`config.mk`:
```
export PLATFORM = sky130hd
export DESIGN_NAME = qcpu_rom_fetch
export DESIGN_NICKNAME = d
export VERILOG_FILES = /design/src/rtl/qcpu_rom_fetch.sv
export SDC_FILE = /design/constraint.sdc
export NUM_CORES = 1
export LEC_CHECK = 0
export ABC_AREA = 1
export CORE_ASPECT_RATIO = 2
export CORE_MARGIN = 8
export CORE_UTILIZATION = 60
export CTS_CLUSTER_SIZE = 30
export DETAILED_ROUTE_END_ITERATION = 10
export PLACE_DENSITY = 0.83
export RECOVER_POWER = 25
export SETUP_SLACK_MARGIN = 0.15
export SYNTH_ARGS = -nofsm -noshare
export SYNTH_HDL_FRONTEND = slang
export SYNTH_SLANG_ARGS = --single-unit
export TNS_END_PERCENT = 1
```
`constraint.sdc`:
```
create_clock -name clk_i -period 3 [get_ports clk_i]
set_input_delay 0.6 -clock clk_i [delete_from_list [all_inputs] [get_ports clk_i]]
set_output_delay 0.6 -clock clk_i [all_outputs]
set_load 0.01 [all_outputs]
```
`src/rtl/qcpu_rom_fetch.sv`:
```
// Byte fetch engine for a SPI / quad-SPI serial flash, with read-stream continuation.
// Latency: SPI 81 / quad 45 cycles fresh, 17 / 5 sequential in HOLD, +2 after a deselect.
// Backpressure: a request is taken only while busy=0; requests made while busy are dropped.
//
// Ports: clk_i/rst_n (sync active-low); fetch_req/fetch_addr/quad_sel request a byte;
// fetch_data/fetch_valid return it; busy flags a fetch in flight; CS_ROM, SCLK_ROM,
// ROM_DO, ROM_DI, ROM_OEB and ROM_spi_mode form the flash pin interface.
// Optional feature: define QCPU_ROM_QUAD_EN to enable quad reads (0xEB); otherwise
// quad_sel is ignored and every fetch uses single-bit SPI read (0x03).

module qcpu_rom_fetch (
    input  logic        clk_i,
    input  logic        rst_n,
    input  logic        fetch_req,
    input  logic [15:0] fetch_addr,
    input  logic        quad_sel,
    output logic [7:0]  fetch_data,
    output logic        fetch_valid,
    output logic        busy,
    output logic        CS_ROM,
    output logic        SCLK_ROM,
    output logic [3:0]  ROM_DO,
    input  logic [3:0]  ROM_DI,
    output logic        ROM_OEB,
    output logic        ROM_spi_mode
);

    localparam logic [7:0] CMD_SPI  = 8'h03;
    localparam logic [7:0] CMD_QUAD = 8'hEB;

    typedef enum logic [2:0] {
        S_IDLE, S_CMD, S_ADDR, S_DATA, S_HOLD, S_DESEL
`ifdef QCPU_ROM_QUAD_EN
        , S_DUMMY
`endif
    } state_t;

    state_t      state_q;
    logic        sclk_q;
    logic [4:0]  cnt_q;      // SCLK bits (or nibbles) left in the current phase, minus one
    logic [23:0] sh_q;       // outgoing command / address, MSB on the wire next
    logic [7:0]  dat_q;      // incoming data shift register
    logic [15:0] addr_q;     // address of the fetch in flight / last fetched
    logic [5:0]  hold_q;     // idle cycles spent in HOLD
    logic        cs_q;
    logic [3:0]  do_q;
    logic        oeb_q;
    logic        fv_q;
    logic        busy_q;
    logic [7:0]  fdata_q;
    logic        quad_q;
    logic        req_quad;

`ifdef QCPU_ROM_QUAD_EN
    logic spim_q;
    assign req_quad     = quad_sel;
    assign ROM_spi_mode = spim_q;
`else
    logic unused_quad_sel;
    assign unused_quad_sel = quad_sel;
    assign req_quad        = 1'b0;
    assign quad_q          = 1'b0;
    assign ROM_spi_mode    = 1'b1;
`endif

    logic       accept;
    logic       seq_hit;
    logic [7:0] cmd_now;
    logic [7:0] nxt_byte;
    logic [23:0] addr_word;

    assign accept   = fetch_req && !busy_q && (state_q == S_IDLE || state_q == S_HOLD);
    // 17-bit compare so 0xFFFF -> 0x0000 does not count as sequential
    assign seq_hit  = ({1'b0, fetch_addr} == ({1'b0, addr_q} + 17'd1)) && (req_quad == quad_q);
    // DESEL restarts with the mode already captured; IDLE uses the incoming request
    assign cmd_now  = ((state_q == S_DESEL) ? quad_q : req_quad) ? CMD_QUAD : CMD_SPI;
    assign nxt_byte = quad_q ? {dat_q[3:0], ROM_DI} : {dat_q[6:0], ROM_DI[1]};
    assign addr_word = {8'h00, addr_q};

    always_ff @(posedge clk_i) begin
        if (!rst_n) begin
            state_q <= S_IDLE;
            sclk_q  <= 1'b0;
            cnt_q   <= '0;
            sh_q    <= '0;
            dat_q   <= '0;
            addr_q  <= '0;
            hold_q  <= '0;
            cs_q    <= 1'b1;
            do_q    <= '0;
            oeb_q   <= 1'b1;
            fv_q    <= 1'b0;
            busy_q  <= 1'b0;
            fdata_q <= '0;
`ifdef QCPU_ROM_QUAD_EN
            quad_q  <= 1'b0;
            spim_q  <= 1'b1;
`endif
        end else begin
            fv_q <= 1'b0;
            if (accept) begin
                addr_q <= fetch_addr;
`ifdef QCPU_ROM_QUAD_EN
                quad_q <= req_quad;
                spim_q <= !req_quad;
`endif
            end
            case (state_q)
                S_IDLE: begin
                    cs_q   <= 1'b1;
                    sclk_q <= 1'b0;
                    do_q   <= '0;
                    oeb_q  <= 1'b1;
                    busy_q <= 1'b0;
                    if (accept) begin
                        busy_q  <= 1'b1;
                        state_q <= S_CMD;
                        cs_q    <= 1'b0;
                        oeb_q   <= 1'b0;
                        sh_q    <= {cmd_now, 16'h0000};
                        do_q    <= {3'b000, cmd_now[7]};
                        cnt_q   <= 5'd7;
                    end
                end
                S_HOLD: begin
                    // busy is still high during the fetch_valid cycle
                    busy_q <= 1'b0;
                    sclk_q <= 1'b0;
                    do_q   <= '0;
                    if (!busy_q) begin
                        if (accept) begin
                            busy_q <= 1'b1;
                            hold_q <= '0;
                            if (seq_hit) begin
                                // flash keeps streaming: just clock out the next byte
                                state_q <= S_DATA;
                                cnt_q   <= req_quad ? 5'd1 : 5'd7;
                                oeb_q   <= req_quad;
                            end else begin
                                state_q <= S_DESEL;
                                cs_q    <= 1'b1;
                                cnt_q   <= 5'd1;
                                oeb_q   <= 1'b1;
                            end
                        end else if (hold_q == 6'd63) begin
                            state_q <= S_IDLE;
                            cs_q    <= 1'b1;
                            oeb_q   <= 1'b1;
                            hold_q  <= '0;
                        end else begin
                            hold_q <= hold_q + 6'd1;
                        end
                    end
                end
                S_DESEL: begin
                    if (cnt_q == 5'd0) begin
                        state_q <= S_CMD;
                        cs_q    <= 1'b0;
                        oeb_q   <= 1'b0;
                        sh_q    <= {cmd_now, 16'h0000};
                        do_q    <= {3'b000, cmd_now[7]};
                        cnt_q   <= 5'd7;
                    end else begin
                        cnt_q <= cnt_q - 5'd1;
                    end
                end
                S_CMD: begin
                    if (!sclk_q) begin
                        sclk_q <= 1'b1;
                    end else begin
                        sclk_q <= 1'b0;
                        if (cnt_q == 5'd0) begin
                            state_q <= S_ADDR;
                            sh_q    <= addr_word;
                            do_q    <= quad_q ? addr_word[23:20] : {3'b000, addr_word[23]};
                            cnt_q   <= quad_q ? 5'd5 : 5'd23;
                        end else begin
                            sh_q  <= sh_q << 1;
                            do_q  <= {3'b000, sh_q[22]};
                            cnt_q <= cnt_q - 5'd1;
                        end
                    end
                end
                S_ADDR: begin
                    if (!sclk_q) begin
                        sclk_q <= 1'b1;
                    end else begin
                        sclk_q <= 1'b0;
                        if (cnt_q == 5'd0) begin
                            do_q <= '0;
`ifdef QCPU_ROM_QUAD_EN
                            if (quad_q) begin
                                state_q <= S_DUMMY;
                                cnt_q   <= 5'd5;
                            end else
`endif
                            begin
                                state_q <= S_DATA;
                                cnt_q   <= 5'd7;
                            end
                        end else begin
                            sh_q  <= quad_q ? (sh_q << 4) : (sh_q << 1);
                            do_q  <= quad_q ? sh_q[19:16] : {3'b000, sh_q[22]};
                            cnt_q <= cnt_q - 5'd1;
                        end
                    end
                end
`ifdef QCPU_ROM_QUAD_EN
                S_DUMMY: begin
                    // 2 SCLK of mode byte 0x00 still driven, then 4 SCLK turnaround
                    if (!sclk_q) begin
                        sclk_q <= 1'b1;
                    end else begin
                        sclk_q <= 1'b0;
                        do_q   <= '0;
                        if (cnt_q == 5'd4) oeb_q <= 1'b1;
                        if (cnt_q == 5'd0) begin
                            state_q <= S_DATA;
                            cnt_q   <= 5'd1;
                        end else begin
                            cnt_q <= cnt_q - 5'd1;
                        end
                    end
                end
`endif
                S_DATA: begin
                    if (!sclk_q) begin
                        sclk_q <= 1'b1;
                    end else begin
                        sclk_q <= 1'b0;
                        dat_q  <= nxt_byte;
                        if (cnt_q == 5'd0) begin
                            state_q <= S_HOLD;
                            fdata_q <= nxt_byte;
                            fv_q    <= 1'b1;
                            hold_q  <= '0;
                        end else begin
                            cnt_q <= cnt_q - 5'd1;
                        end
                    end
                end
                default: state_q <= S_IDLE;
            endcase
        end
    end

    assign fetch_data  = fdata_q;
    assign fetch_valid = fv_q;
    assign busy        = busy_q;
    assign CS_ROM      = cs_q;
    assign SCLK_ROM    = sclk_q;
    assign ROM_DO      = do_q;
    assign ROM_OEB     = oeb_q;

endmodule

```
---- After elaboration in Yosys (flattened, before gate mapping) ----
Index checks and enable logic that the tools add are counted.
word-level totals
  flip-flop bits (word level) ............. 77
  bits in latches ......................... 0
  memory bits (writable) .................. 0
  ROM bits ................................ 0
  input port bits ......................... 24
  output and inout port bits .............. 18
  logic and storage cells ................. 122
  memories kept ........................... 0
operators by class
  $add $sub $neg .......................... 3
  multipliers ............................. 0
  divide/modulo/power cells ............... 0
  $lt $le $gt $ge ......................... 0
  equality and inequality tests ........... 22
  shift operators ......................... 0
  muxes and demuxes ....................... 58
  bitwise operators ....................... 0
  reductions and logical operators ........ 26
operators by type and width
  kind                                                              number
  23-bit two-way mux                                                6
  23-bit case mux with 4 select lines                               1
  5-bit two-way mux                                                 9
  3-bit two-way mux                                                 13
  6-bit two-way mux                                                 5
  5-bit case mux with 6 select lines                                1
  2-bit != test (second input constant)                             11
  3-bit case mux with 6 select lines                                1
  16-bit by 1-bit adder with 17-bit output (second input constant)  1
  16-bit by 17-bit == test with 1-bit output                        1
  1-bit two-way mux                                                 14
  4-bit case mux with 3 select lines                                1
  6-bit case mux with 2 select lines                                1
  10-bit AND reduction                                              1
  3-bit AND reduction                                               3
  4-bit two-way mux                                                 2
  4-bit AND reduction                                               2
  8-bit AND reduction                                               1
  6-bit by 1-bit adder with 6-bit output (second input constant)    1
  3-bit by 2-bit == test with 1-bit output (second input constant)  2
  3-bit == test (second input constant)                             2
  6-bit == test (second input constant)                             1
  1-bit case mux with 3 select lines                                2
  6-bit AND reduction                                               1
  19 further kinds                                                  26

---- Depth between registers and ports, before layout ----
  word-level depth ........................ 6
  depth in mapped cells ................... 15
  depth with buffers taken out ............ 15

---- Worst setup path after synthesis ----
No wires, ideal clock.
  path type ............................... flip-flop to flip-flop
  from .................................... reg addr_q[0]
  to ...................................... reg cs_q (netlist: CS_ROM)
  library setup time ...................... 0.118 ns
  data arrival time ....................... 1.661 ns
  data required time ...................... 2.882 ns
  slack ................................... 1.221 ns
  cell stages (with the launch flop) ...... 12
  path buffers ............................ 0
  period minus slack after synthesis ...... 1.779 ns
  path through ............................ dfxtp_1 -> ha_1 -> nand2_1 -> nor2_4 -> nand2_2 -> nor2_2 -> xor2_1 -> nand2_1 -> nor2_2 -> nand3_1 -> a21oi_2 -> nand2_1
on the way
  longest elaborated chain between the ends .. 4
ends and longest elaborated chain
  what                                        line  RTL
  from (decl)                                 43    logic [15:0] addr_q;
  from (signal assigned)                      102   addr_q <= fetch_addr;
  16-bit by 1-bit adder with 17-bit output    74    assign seq_hit = ({1'b0, fetch_addr} == ({1'b0, addr_q} + 17'd1)) && (req_quad == quad_q);
  16-bit by 17-bit == test with 1-bit output  74
  3-bit != test (no source line)              --
  5-bit AND reduction (no source line)        --
  to (signal assigned)                        89    cs_q <= 1'b1;
  to (signal assigned)                        110   cs_q <= 1'b1;
  to (signal assigned)                        118   cs_q <= 1'b0;
  to (decl)                                   45    logic cs_q;
Every way passes these cells.
A chain may end at the register's enable or synchronous reset.

---- Worst setup path in the final report ----
  from .................................... reg addr_q[1]
  to ...................................... reg cs_q (netlist: CS_ROM)
Same word-level chain as after synthesis.

==> flow_summary.ini <==
[clock_tree]
post_cts_buffers = 0
clockBufferDepth = 2
cts-hold-fix-buffers = 0
cts_root_buffer = clkbuf_16
clk_latency_ns = 0.34
post_cts_resized = 0
clock_sinks = 74
cts_buffers = 9
tritoncts = built
htree_levels = 3
clk_pin_slew_ns = 0.06

[min_path]
hold_end = CS_ROM
hold_path.class = register to register
whs_path_depth = 2
min-delay-start = CS_ROM

[power]
p_int_mw = 2.63
p_per_area_nw_per_um2 = 925
power_frac_seq = 0.311
p_sw_frac = 0.422
leakage_nw = 2.07
vdd_drop_max_mv = 0.507
comb_power_share = 0.413
power_switching_mw = 1.92
clkPwrFrac = 0.276

[placement]
io_buffers = 33
dp_hpwl_um = 8560
dp_cells = 747
gp_congestion = 0.994

[yosys]
yosysUniqueCellTypes = 39
yosys.area.top_type = dfxtp_1
yosysSeqAreaShare = 0.352
avgSynthCellArea_um2 = 6.58
synthArstFlopShare = 0
synth_seq_cells = 74
synthTopCellsByCount = nand2_1 (135), dfxtp_1 (74), o21ai_0 (74), nor2_1 (71), inv_1 (65)
synth_edf_count = 0
synth_cells = 639
yosysTopAreaCellShare = 0.352
synth_area_um2 = 4210
yosys_warnings = 0
synth_flop_cell = dfxtp_1
synthMostInstantiatedCell = nand2_1
yosys-top-cells-area = dfxtp_1 (35%), nand2_1 (12%), o21ai_0 (8.8%)

[global_routing]
grt_pass1_vias = 4143
gr-total-overflow = 0
grt_first_pass_wirelength_um = 18600
grt_max_degree = 31
grt_usage = 0.237
antenna_found_initial = 0

[routing]
drtIter0Drc = 329
drcViolationCount = 0
vias_per_cell = 5.67
wl_met3_um = 459
wirelength_um = 11600
drtAntennaViolNets = 0
wl_met2_um = 6320
first_pass_iters = 5
drt-met1-wl_um = 4130
vias = 4323
wl_per_cell_um = 15.2
top_layer_used = met4

[sta]
rsz0062_at_grt = no
final-max-slew-violation-count = 0
fin_setup_tns_ns = 0
slew_headroom = 0.306
final-setup-viol-count = 0
fmax_mhz = 422
tightestPinTransition_ns = 1.04
post-route-period-util = 0.789
hold_violations = 0
skew_ns = 0.00574
layout_min_cycle_time_ns = 2.37

[layout]
syn_to_final_growth_pct = 17.1
drive_above_1_share = 0.0921
post-route-util = 0.715
stdcell_count = 763
fin_nets = 695
diodes = 0

[floorplan]
dieArea_um2 = 10100
fp.dieW_um = 75.2
ios = 42
fp-row-count = 43
die_height_um = 134
start_util = 0.611
core_area_um2 = 6890

[worst_setup_path]
critical_path_required_ns = 3.23
r2r-end = CS_ROM
rr_startpoint = addr_q[1]
regToRegSetupSlack_ns = 0.63
cp_max_fo = 8
rr_worst_depth = 11
criticalPathCategory = register to register
critPathArrivalTime_ns = 2.59
cp-end-kind = register
start_kind = register

[outcome]
status = completed

[job]
max_cap_viol_count = 0
## metal layers
metal,up-vias,global-route usage
li1,2155,-
met1,1985,0.225
met2,130,0.427
met3,53,0.0366
met4,0,0.175
met5,-,0
## worst max-delay path: stages (launching register included)
cell	delay (ns)
dfxtp_1	0.47
ha_1	0.26
nand2_1	0.13
nor2_4	0.23
nand2_2	0.10
nor2_2	0.14
xor2_1	0.16
nand2_1	0.09
nor2_2	0.15
nand3_1	0.21
a21oi_2	0.23
nand2_1	0.07
## worst max path at each step
| stage | startpoint | to | slack (ns) | cells past startpoint |
|---|---|---|---|---|
| final | addr_q[1] | CS_ROM | 0.63 | 11 |
| after floorplan | addr_q[0] | CS_ROM | 1.22 | 11 |
| after CTS | addr_q[1] | CS_ROM | 0.64 | 11 |
| after global placement | fetch_addr[8] | CS_ROM | 0.54 | 14 |
| after global routing | addr_q[1] | CS_ROM | 0.47 | 12 |
| after detailed placement | fetch_req | sh_q[11] | 0.49 | 12 |
## final cells by class
class,count,area (um^2)
Sequential cell,74,1480
Clock buffer,9,225
Tap cell,90,113
Timing Repair Buffer,41,387
Clock inverter,7,124
Multi-Input combinational cell,461,2290
Inverter,81,304
Fill cell,654,1960
## metrics by stage
stage | worst slack [ns] | hold slack (ns) | cell area, um^2 | power [mW]
floorplan | 1.22 | 0.436 | 4210 | 2.80
global placement | 0.536 | 0.442 | 4580 | 3.20
detailed placement | 0.491 | 0.453 | 4580 | 3.27
CTS | 0.639 | 0.463 | 4930 | 4.55
global route | 0.470 | 0.491 | 4930 | 4.84
finish | 0.633 | 0.457 | 4930 | 4.56
## sequential cells by signal (all words and copies together) (netlist names)
signal	cells
sh_q	23
addr_q	16
fetch_data	8
dat_q	7
hold_q	6
cnt_q	5
state_q	3
CS_ROM	1
ROM_DO	1
ROM_OEB	1
SCLK_ROM	1
busy	1
fetch_valid	1
## layout by cell type, fill, tap and decap left out, types with 4 or more instances in the layout
cell             instances
inv_2                   13
a22oi_1                 10
nand4_1                  9
xor2_1                   8
nor2_1                  71
nand2_1                135
inv_1                   65
clkdlybuf4s50_1         25
dlygate4sd3_1            8
nor2_2                   8
conb_1                   4
dfxtp_1                 74
nand2_2                  5
nor3_1                   7
clkbuf_16                9
a211oi_1                12
a211oi_2                 4
xnor2_1                  4
o21ai_0                 74
buf_4                    7
a21oi_1                 49
nand3_1                 35
## kinds of logic (layout without fill, tap and decap cells)
logic type,Yosys count,in the layout,synth area share
flops,74,74,0.352
compound gates,163,163,0.222
other cells,2,4,0.00179
xor+xnor,12,12,0.0250
buf+inv,106,138,0.104
fa+ha+maj,3,3,0.00892
simple gates,279,279,0.286
## power by group through the flow
stage               Clock [mW]  Combinational [mW]  Sequential [mW]
floorplan                    0                1.43             1.38
global placement             0                1.78             1.42
detailed placement           0                1.84             1.43
CTS                       1.27                1.86             1.41
global route              1.30                2.09             1.44
finish                    1.26                1.88             1.42
Note: power is estimated with default switching activity, not from simulation.
